<file path="config.mk">
export PLATFORM = sky130hd
export DESIGN_NAME = disp_rr_switch
export DESIGN_NICKNAME = d
export VERILOG_FILES = /design/src/rtl/disp_pkg.sv /design/src/rtl/disp_fifo_chan.sv /design/src/rtl/disp_rr_switch.sv
export SDC_FILE = /design/constraint.sdc
export NUM_CORES = 1
export LEC_CHECK = 0
export BUFFER_PORTS_ARGS = -buffer_cell sky130_fd_sc_hd__buf_4
export CORE_MARGIN = 1.5
export CORE_UTILIZATION = 60
export DETAILED_ROUTE_END_ITERATION = 8
export PLACE_DENSITY = 0.76
export REMOVE_ABC_BUFFERS = 1
export SKIP_CTS_REPAIR_TIMING = 1
export SYNTH_ARGS = -nofsm -noshare
export SYNTH_HDL_FRONTEND = slang
export SYNTH_SLANG_ARGS = --single-unit
export TNS_END_PERCENT = 1
</file>
<file path="constraint.sdc">
create_clock -name clk -period 4.3 [get_ports clk]
set_input_delay 0.43 -clock clk [delete_from_list [all_inputs] [get_ports clk]]
set_output_delay 0.43 -clock clk [all_outputs]
set_load 0.02 [all_outputs]
</file>
<file path="src/rtl/disp_pkg.sv">
// Shared constants and width helpers for the disp_rr_switch dispatch block.
package disp_pkg;

    localparam int DEF_DATA_SIZE = 10;
    localparam int DEF_MAIN_SIZE = 8;
    localparam int DEF_CHANNELS  = 4;
    localparam int DEF_DEPTH     = 8;
    localparam int DEF_AF_THRESH = 6;

    // Width of the class field that selects a channel.
    function automatic int sel_width(input int data_size, input int main_size);
        return data_size - main_size;
    endfunction

    // Width of a FIFO read/write pointer.
    function automatic int ptr_width(input int depth);
        return $clog2(depth);
    endfunction

endpackage

</file>
<file path="src/rtl/disp_fifo_chan.sv">
// Single-clock per-class FIFO with occupancy count and full/empty/almost-full flags.
module disp_fifo_chan
    import disp_pkg::*;
#(
    parameter int WIDTH     = DEF_MAIN_SIZE,
    parameter int DEPTH     = DEF_DEPTH,
    parameter int AF_THRESH = DEF_AF_THRESH
) (
    input  logic                        clk,
    input  logic                        reset,
    input  logic                        push,
    input  logic                        pop,
    input  logic [WIDTH-1:0]            din,
    output logic [WIDTH-1:0]            head,
    output logic [ptr_width(DEPTH):0]   count,
    output logic                        full,
    output logic                        empty,
    output logic                        afull
);

    localparam int PTR_W = ptr_width(DEPTH);
    localparam int CNT_W = PTR_W + 1;

    logic [WIDTH-1:0] mem [DEPTH];
    logic [PTR_W-1:0] wr_ptr;
    logic [PTR_W-1:0] rd_ptr;

    // Write the storage array on an accepted push.
    // NOTE: the array is deliberately not reset; pointers and count alone decide which entries are valid.
    always_ff @(posedge clk) begin
        if (push) begin
            mem[wr_ptr] <= din;
        end
    end

    // Pointer and occupancy bookkeeping; pointers wrap naturally at DEPTH.
    // NOTE: sequential state uses non-blocking assignments so every register samples pre-edge values.
    always_ff @(posedge clk or negedge reset) begin
        if (!reset) begin
            wr_ptr <= '0;
            rd_ptr <= '0;
            count  <= '0;
        end else begin
            if (push) wr_ptr <= wr_ptr + PTR_W'(1);
            if (pop)  rd_ptr <= rd_ptr + PTR_W'(1);
            case ({push, pop})
                2'b10:   count <= count + CNT_W'(1);
                2'b01:   count <= count - CNT_W'(1);
                default: count <= count;
            endcase
        end
    end

    assign head  = mem[rd_ptr];
    assign full  = (count == CNT_W'(DEPTH));
    assign empty = (count == '0);
    assign afull = (count >= CNT_W'(AF_THRESH));

endmodule

</file>
<file path="src/rtl/disp_rr_switch.sv">
// Class-decoding dispatch switch: per-class FIFOs drained round-robin onto one registered port.
module disp_rr_switch
    import disp_pkg::*;
#(
    parameter int DATA_SIZE = DEF_DATA_SIZE,
    parameter int MAIN_SIZE = DEF_MAIN_SIZE,
    parameter int CHANNELS  = DEF_CHANNELS,
    parameter int DEPTH     = DEF_DEPTH,
    parameter int AF_THRESH = DEF_AF_THRESH
) (
    input  logic                           clk,
    input  logic                           reset,
    input  logic                           in_valid,
    input  logic [DATA_SIZE-1:0]           in,
    output logic                           in_ready,
    output logic                           out_valid,
    input  logic                           out_ready,
    output logic [MAIN_SIZE-1:0]           out,
    output logic [DATA_SIZE-MAIN_SIZE-1:0] out_ch,
    output logic [CHANNELS-1:0]            pause,
    output logic [CHANNELS-1:0]            empty,
    output logic                           Error
);

    localparam int SEL_W = sel_width(DATA_SIZE, MAIN_SIZE);
    localparam int CNT_W = ptr_width(DEPTH) + 1;

    logic [SEL_W-1:0]     sel;
    logic [SEL_W-1:0]     last;
    logic [SEL_W-1:0]     grant;
    logic                 grant_valid;
    logic                 load_en;
    logic [CHANNELS-1:0]  full;
    logic [CHANNELS-1:0]  busy;
    logic [CHANNELS-1:0]  push_en;
    logic [CHANNELS-1:0]  pop_en;
    logic [MAIN_SIZE-1:0] head  [CHANNELS];
    logic [CNT_W-1:0]     count [CHANNELS];

    assign sel      = in[DATA_SIZE-1:MAIN_SIZE];
    assign in_ready = ~full[sel];
    assign load_en  = ~out_valid | out_ready;

    for (genvar i = 0; i < CHANNELS; i++) begin : g_chan
        assign push_en[i] = in_valid && in_ready && (sel == SEL_W'(i));
        assign pop_en[i]  = load_en && grant_valid && (grant == SEL_W'(i));
        assign busy[i]    = (count[i] != '0);

        disp_fifo_chan #(
            .WIDTH     (MAIN_SIZE),
            .DEPTH     (DEPTH),
            .AF_THRESH (AF_THRESH)
        ) u_fifo (
            .clk   (clk),
            .reset (reset),
            .push  (push_en[i]),
            .pop   (pop_en[i]),
            .din   (in[MAIN_SIZE-1:0]),
            .head  (head[i]),
            .count (count[i]),
            .full  (full[i]),
            .empty (empty[i]),
            .afull (pause[i])
        );
    end

    // Round-robin grant: first non-empty channel after the last one served.
    // NOTE: defaults come first so every path assigns every output and no latch is inferred.
    always_comb begin
        logic [SEL_W-1:0] idx;
        grant       = last;
        grant_valid = 1'b0;
        idx         = '0;
        for (int k = 1; k <= CHANNELS; k++) begin
            idx = last + SEL_W'(k);
            if (!grant_valid && busy[idx]) begin
                grant       = idx;
                grant_valid = 1'b1;
            end
        end
    end

    // Output register: reload from the granted FIFO whenever the held word is free to move.
    always_ff @(posedge clk or negedge reset) begin
        if (!reset) begin
            out       <= '0;
            out_ch    <= '0;
            out_valid <= 1'b0;
            last      <= SEL_W'(CHANNELS - 1);
        end else if (load_en) begin
            if (grant_valid) begin
                out       <= head[grant];
                out_ch    <= grant;
                out_valid <= 1'b1;
                last      <= grant;
            end else begin
                out_valid <= 1'b0;
            end
        end
    end

    // Sticky overflow flag: set when a presented word cannot be accepted.
    always_ff @(posedge clk or negedge reset) begin
        if (!reset) begin
            Error <= 1'b0;
        end else if (in_valid && !in_ready) begin
            Error <= 1'b1;
        end
    end

endmodule
</file>
Word-level counts from Yosys, hierarchy flattened --
Memories as Yosys holds them, arrays and structs flattened. Cells that the tools add are included.
Storage, ports and cells: memory bits (read-only) 0, bits in latches 0, word-level logic and storage cells 138, flip-flop bits (word level) 54, memories 4, output and inout bits 21, RAM bits 256
Memories:
- g_chan[0].u_fifo.mem | depth 8, bits a word 8, read ports 1, clocked after memory_dff 0, wr ports 1, line disp_fifo_chan.sv:24 | logic [WIDTH-1:0] mem [DEPTH];
- g_chan[1].u_fifo.mem | depth 8, bits a word 8, read ports 1, clocked after memory_dff 0, wr ports 1, line disp_fifo_chan.sv:24
- g_chan[2].u_fifo.mem | depth 8, bits a word 8, read ports 1, clocked after memory_dff 0, wr ports 1, line disp_fifo_chan.sv:24
- g_chan[3].u_fifo.mem | depth 8, bits a word 8, read ports 1, clocked after memory_dff 0, wr ports 1, line disp_fifo_chan.sv:24
Operators by class: multiply operators 0, bitwise operators 4, div/mod/pow operators 0, muxes and demuxes 34, shift operators 0, order comparisons 10, add/subtract/negate cells 19, equal/unequal tests 18, reductions and logical operators 32
Operators with widths (number):
- $pmux 4 s2 | 4
- $add 3x1->3 const B | 8
- $mux 1 | 18
- $add 4x1->4 const B | 4
- $bmux 8 s2 | 1
- $eq 2x2->1 const B | 8
- $eq 4x4->1 const B | 4
- $ge 4x3->1 const B | 4
- $logic_not 4->1 | 4
- $mux 8 | 2
- $reduce_bool 4->1 | 4
- $sub 4x1->4 const B | 4
- $lt 2x3->1 const B | 5
- $logic_and 1x1->1 | 14
- $eq 2x1->1 const B | 6
- $bmux 1 s2 | 5
- $mux 2 | 4
- $reduce_bool 2->1 | 4
- $add 2x2->2 const B | 2
- $logic_not 2->1 | 2
- $ge 3x3->1 const B | 1
- $logic_not 1->1 | 3
- $not 2->3 | 1
- $add 2x1->2 const B | 1
- other kinds (3) | 4

Longest topological paths before layout --
depth in word-level cells 17, gate-level depth with buffers 14, depth with buffers taken out 14

Modules after synthesis --
A second synthesis with hierarchy kept.
Second synthesis, totals: cells, all modules 686, area total of the unflattened synthesis 13177.6 µm²
Modules (own cells, without submodules):
- disp_fifo_chan (g_chan[2].u_fifo ...) | cells an instance 148, seq. area each 2172.1 µm², area each 3052.9 µm², times used 2
- disp_fifo_chan (g_chan[0].u_fifo ...) | cells an instance 149, seq. area each 2172.1 µm², area each 3051.7 µm², times used 2
- disp_rr_switch | cells an instance 92, seq. area each 352.8 µm², area each 968.4 µm², times used 1

Worst setup path after synthesis --
No wires, ideal clock.
kind reg-to-reg, from register g_chan[3].u_fifo.count[1], to register g_chan[0].u_fifo.count[3], buffers on the path 0, data arrival time 3.020 ns, slack 1.153 ns, stages on the path, launching flop included 14, cell sequence dfrtp_1 > or4_4 > inv_2 > mux2i_1 > a221oi_4 > and2_4 > and2_2 > ha_1 > ha_1 > a21o_1 > a21oi_1 > xnor2_1 > nor2_1 > xor2_1
On the way: cells in the longest elaborated chain, start to end 17
Ends and longest elaborated chain:
- start, declared | line disp_fifo_chan.sv:15 | output logic [ptr_width(DEPTH):0] count,
- start signal, assigned | line disp_fifo_chan.sv:47 | 2'b10: count <= count + CNT_W'(1);
- start signal, assigned | line disp_fifo_chan.sv:48 | 2'b01: count <= count - CNT_W'(1);
- start signal, assigned | line disp_fifo_chan.sv:49 | default: count <= count;
- $reduce_bool 4->1 * | line disp_rr_switch.sv:47 | assign busy[i] = (count[i] != '0);
- $bmux 1 s2 | line disp_rr_switch.sv:76 | if (!grant_valid && busy[idx]) begin
- $mux 1 (not written as such) | line disp_rr_switch.sv:76
- $mux 1 | line disp_rr_switch.sv:76
- $logic_not 1->1 | line disp_rr_switch.sv:76
- $logic_and 1x1->1 | line disp_rr_switch.sv:76
- $mux 1 | line disp_rr_switch.sv:76
- $logic_not 1->1 | line disp_rr_switch.sv:76
- [... 2 more ...]
- $logic_not 1->1 | line disp_rr_switch.sv:76
- $logic_and 1x1->1 | line disp_rr_switch.sv:76
- $mux 2 / $mux 1 (equally long branches) | line disp_rr_switch.sv:76
- $logic_not 2->1 / $logic_and 1x1->1 (equally long branches) | line disp_rr_switch.sv:46 | assign pop_en[i] = load_en && grant_valid && (grant == SEL_W'(i));
- $logic_and 1x1->1 * | line disp_rr_switch.sv:46
- net g_chan[0].u_fifo.pop | line disp_fifo_chan.sv:12 | input logic pop,
- $eq 2x1->1 / $eq 2x2->1 (equally long branches) | line disp_fifo_chan.sv:46 | case ({push, pop})
- $pmux 4 s2 / $reduce_bool 2->1 (equally long branches)
- end signal, assigned | line disp_fifo_chan.sv:47
- end signal, assigned | line disp_fifo_chan.sv:48
- end signal, assigned | line disp_fifo_chan.sv:49
- end, declared | line disp_fifo_chan.sv:15
Mark *: on every way through the listed nets, which the timed path passes. The rest lies on a longest branch. The select of a mux whose other input is x is not followed. A chain may end at the register's enable or synchronous reset.

Worst setup path in the final report --
from register g_chan[1].u_fifo.count[3], to register g_chan[0].u_fifo.count[3]
On the way: cells in the longest elaborated chain, start to end 17
Ends and longest elaborated chain (line):
- start, declared | disp_fifo_chan.sv:15
- start signal, assigned | disp_fifo_chan.sv:47
- start signal, assigned | disp_fifo_chan.sv:48
- start signal, assigned | disp_fifo_chan.sv:49
- $reduce_bool 4->1 * | disp_rr_switch.sv:47
- $bmux 1 s2 | disp_rr_switch.sv:76
- $mux 1 (not written as such) | disp_rr_switch.sv:76
- $mux 1 | disp_rr_switch.sv:76
- $logic_not 1->1 | disp_rr_switch.sv:76
- $logic_and 1x1->1 | disp_rr_switch.sv:76
- $mux 1 | disp_rr_switch.sv:76
- $logic_not 1->1 | disp_rr_switch.sv:76
- [... 2 more ...]
- $logic_not 1->1 | disp_rr_switch.sv:76
- $logic_and 1x1->1 | disp_rr_switch.sv:76
- $mux 2 / $mux 1 (equally long branches) | disp_rr_switch.sv:76
- $logic_not 2->1 / $logic_and 1x1->1 (equally long branches) | disp_rr_switch.sv:46
- $logic_and 1x1->1 * | disp_rr_switch.sv:46
- net g_chan[0].u_fifo.pop | disp_fifo_chan.sv:12
- $eq 2x1->1 / $eq 2x2->1 (equally long branches) | disp_fifo_chan.sv:46
- $pmux 4 s2 / $reduce_bool 2->1 (equally long branches)
Marked as above.

==> results.sh <==
export IMPL_status="complete, but fails checks"
export IMPL_failed_checks="negative hold slack"
export IMPL_critical_path_slowest_cell="sky130_fd_sc_hd__o21ai_1"
export IMPL_design_final_nets=819
export IMPL_synthesized_instance_count=724
export IMPL_yosysMostFrequentCell="sky130_fd_sc_hd__edfxtp_1"
export IMPL_post_dp_cell_area_um2=13540
export IMPL_grt_total_usage_pct=24.24
export IMPL_critical_path_class="reg2reg"
export IMPL_setup_violations=0
export IMPL_syn2layout_area_growth_pct=13.02
export IMPL_rows=53
export IMPL_critPathCaptureType="flip-flop"
export IMPL_drtPass1Iterations=5
export IMPL_cts_tree="done"
export IMPL_post_drt_wl_per_cell_um=23.53
export IMPL_yosysWarningCount=0
export IMPL_timing_hold_worst_class="in2async"
export IMPL_layout_filler_cells=1328
export IMPL_critical_path_top_delay_family="simple AND/OR/NAND/NOR gates"
export IMPL_num_vias=6624
export IMPL_whs_ns=-0.03220
export IMPL_tritoncts_num_buffers=34
export IMPL_timing_final_hold_violations=48
export IMPL_post_route_cells_drive_above_1_share_pct=24.78
export IMPL_actual_transition_at_the_worst_max_transition_pin_ns=1.102
export IMPL_ys_types=49
export IMPL_globalRoute_totalOverflow=0
export IMPL_min_tclk_post_route_ns=3.917
export IMPL_dp_worst_setup_slack_ns=0.4976
export IMPL_cts_sinks=310
export IMPL_post_synthesis_sequential_area_ratio_pct=69.96
export IMPL_htreeDepth=2
export IMPL_cts_max_path_buffers=3
export IMPL_finished_layout_cell_area_um2=14610
export IMPL_synth_top_cell_by_area="sky130_fd_sc_hd__edfxtp_1"
export IMPL_min_period_over_period_pct=91.09
export IMPL_multi_input_comb_area_um2=3613
export IMPL_drc=0
export IMPL_postSynthRegisterBits=310
export IMPL_setup_tns_final_ns=0
export IMPL_route_detailed_vias_per_inst=6.122
export IMPL_postSynth_topFlopCell="sky130_fd_sc_hd__edfxtp_1"
export IMPL_fmaxAchievable_mhz=255.3
export IMPL_gp_routability_congestion=0.8788
export IMPL_design_portCount=35
export IMPL_edff_count_synth=256
export IMPL_clock_skew_final_ns=0.01467
export IMPL_wl_um=25460
export IMPL_drtIter0Drc=663
export IMPL_power_leakage_nw=5.121
export IMPL_worstPathRequired_ns=4.69
export IMPL_drv_slew=0
export IMPL_starting_density_of_the_core_pct=61.29
export IMPL_chipWidth_um=149.8
export IMPL_ir_worst_vdd_uv=343.9
export IMPL_dp_hpwl_um=16270
export IMPL_yosysTopAreaCellShare_pct=59.48
export IMPL_final_antenna_net_count=0
export IMPL_setup_worst_path_start_class="flip-flop"
export IMPL_worst_path_max_fanout=11
export IMPL_grt_first_pass_wirelength_um=39700
export IMPL_post_synth_instance_area_um2=12920
export IMPL_clock_pin_slew_worst_setup_and_hold_paths_ns=0.06
export IMPL_n_antenna_cell=0
export IMPL_max_stage_delay_ns=0.58
export IMPL_layout_setup_ws_ns=0.3832
export IMPL_grt_max_degree=55
export IMPL_synth_common_cells="256 x sky130_fd_sc_hd__edfxtp_1, 64 x sky130_fd_sc_hd__mux4_2, 52 x sky130_fd_sc_hd__dfrtp_1, 29 x sky130_fd_sc_hd__mux2i_1, 29 x sky130_fd_sc_hd__nor2_1"
export IMPL_grt_pass1_vias=6858
export IMPL_portBuffers=34
export IMPL_area_sequential_um2=9041
export IMPL_asyncSetResetFlopFracSynth_pct=17.42
export IMPL_unrepaired_setup_endpoints_after_global_routing="no"
export IMPL_antenna_found_initial=0
export IMPL_die_area_um2=22430
export IMPL_worst_ep_arrival_time_ns=4.31
export IMPL_clock_tree_root_cell="sky130_fd_sc_hd__clkbuf_16"
export IMPL_synth_avg_cell_area_um2=17.85
export IMPL_dp_cells=1020
export IMPL_worstPathCellList="nor4_4, a21oi_1, o21ai_1, nand2_1, and2_2, ha_1, ha_1, a21o_1, a21oi_1, xnor2_1, nor2_1, xor2_1"
export IMPL_maxCapViolCount=0
export IMPL_power_density_nw_per_um2=678.4
export IMPL_worst_path_buf_inv=0
export IMPL_core_area_um2=21090
export IMPL_synth_top_cells_by_area="sky130_fd_sc_hd__edfxtp_1 59%, sky130_fd_sc_hd__mux4_2 11%, sky130_fd_sc_hd__dfrtp_1 10%"
export IMPL_max_slew_margin_pct=26.53
export IMPL_dieHeight_um=149.8
export IMPL_worst_skew_pair_late_latency_ns=0.51
export IMPL_finish_cell_count_without_fillers=1082
==> worst paths after layout <==
path | from | end | slack (ns) | cells after the start
worst min register to register | Error | Error | 0.48 | 1
worst max-delay path | g_chan[1].u_fifo.count[3] | g_chan[0].u_fifo.count[3] | 0.38 | 12
max in group asynchronous | reset | g_chan[3].u_fifo.wr_ptr[2] | 3.85 | 1
worst max register to register | g_chan[1].u_fifo.count[3] | g_chan[0].u_fifo.count[3] | 0.38 | 12
min in group clk | in_valid | Error | 0.20 | 3
worst min-delay path | reset | g_chan[1].u_fifo.rd_ptr[1] | -0.03 | 1
==> power breakdown <==
part | switching (mW) | internal [mW] | leakage [nW]
sequential | 0.740 | 3.62 | 2.93
combinational | 1.35 | 1.47 | 1.66
clock | 1.12 | 1.62 | 0.528
==> final cells by class <==
type | instances | area share (%)
clock buffers | 46 | 6.776
clock inverters | 16 | 0.5311
inverters | 22 | 0.5654
multi-input cells | 352 | 24.74
flip-flops and latches | 310 | 61.90
well taps | 275 | 2.356
repair buffers | 61 | 3.135
==> cell families after synthesis <==
group                      Yosys count  share of synthesized area [%]
DFF                                310                          69.96
and+or+nand+nor                    111                          4.763
buffers and inverters               62                          2.082
AOI/OAI and AO/OA                   76                          3.679
adders and majority gates           24                          2.556
xor gates and xnor gates            32                          2.169
muxes                              109                          14.79
==> layer usage <==
metal  GRT usage [%]  routed length, um  up-vias
met1           35.10              10520     3381
met4           9.755                779        0
li1                -                  -     2938
met5               0                  0        -
met3           3.841               1821       56
met2           37.49              12340      249
==> per-stage QoR <==
| step | util, % | total power [mW] |
|---|---|---|
| final | 69.27 | 9.909 |
| after global routing | 69.27 | 10.42 |
| after CTS | 69.27 | 9.979 |
| after detailed placement | 64.20 | 7.229 |
| after global placement | 64.20 | 7.079 |
| after floorplan | - | 6.236 |
==> flip-flops by register name (all words and copies together) (netlist names) <==
| signal | cells |
|---|---|
| out_ch | 2 |
| g_chan.u_fifo.rd_ptr | 12 |
| g_chan.u_fifo.wr_ptr | 12 |
| g_chan.u_fifo.mem | 256 |
| out | 8 |
| g_chan.u_fifo.count | 16 |
| last | 2 |
| Error | 1 |
| out_valid | 1 |
==> placed cells by master (no fill, tap or decap), drive strengths merged, types with 14 or more instances in the layout <==
master    n
buf      61
xnor2    17
clkinv   14
mux2i    29
a21oi    21
ha       20
nor3b    16
xor2     15
mux2     16
nand2    26
nor3     15
mux4     64
edfxtp  256
o21ai    22
nor2     29
inv      23
clkbuf   46
dfrtp    52
Note: power is estimated with default switching activity, not from simulation.
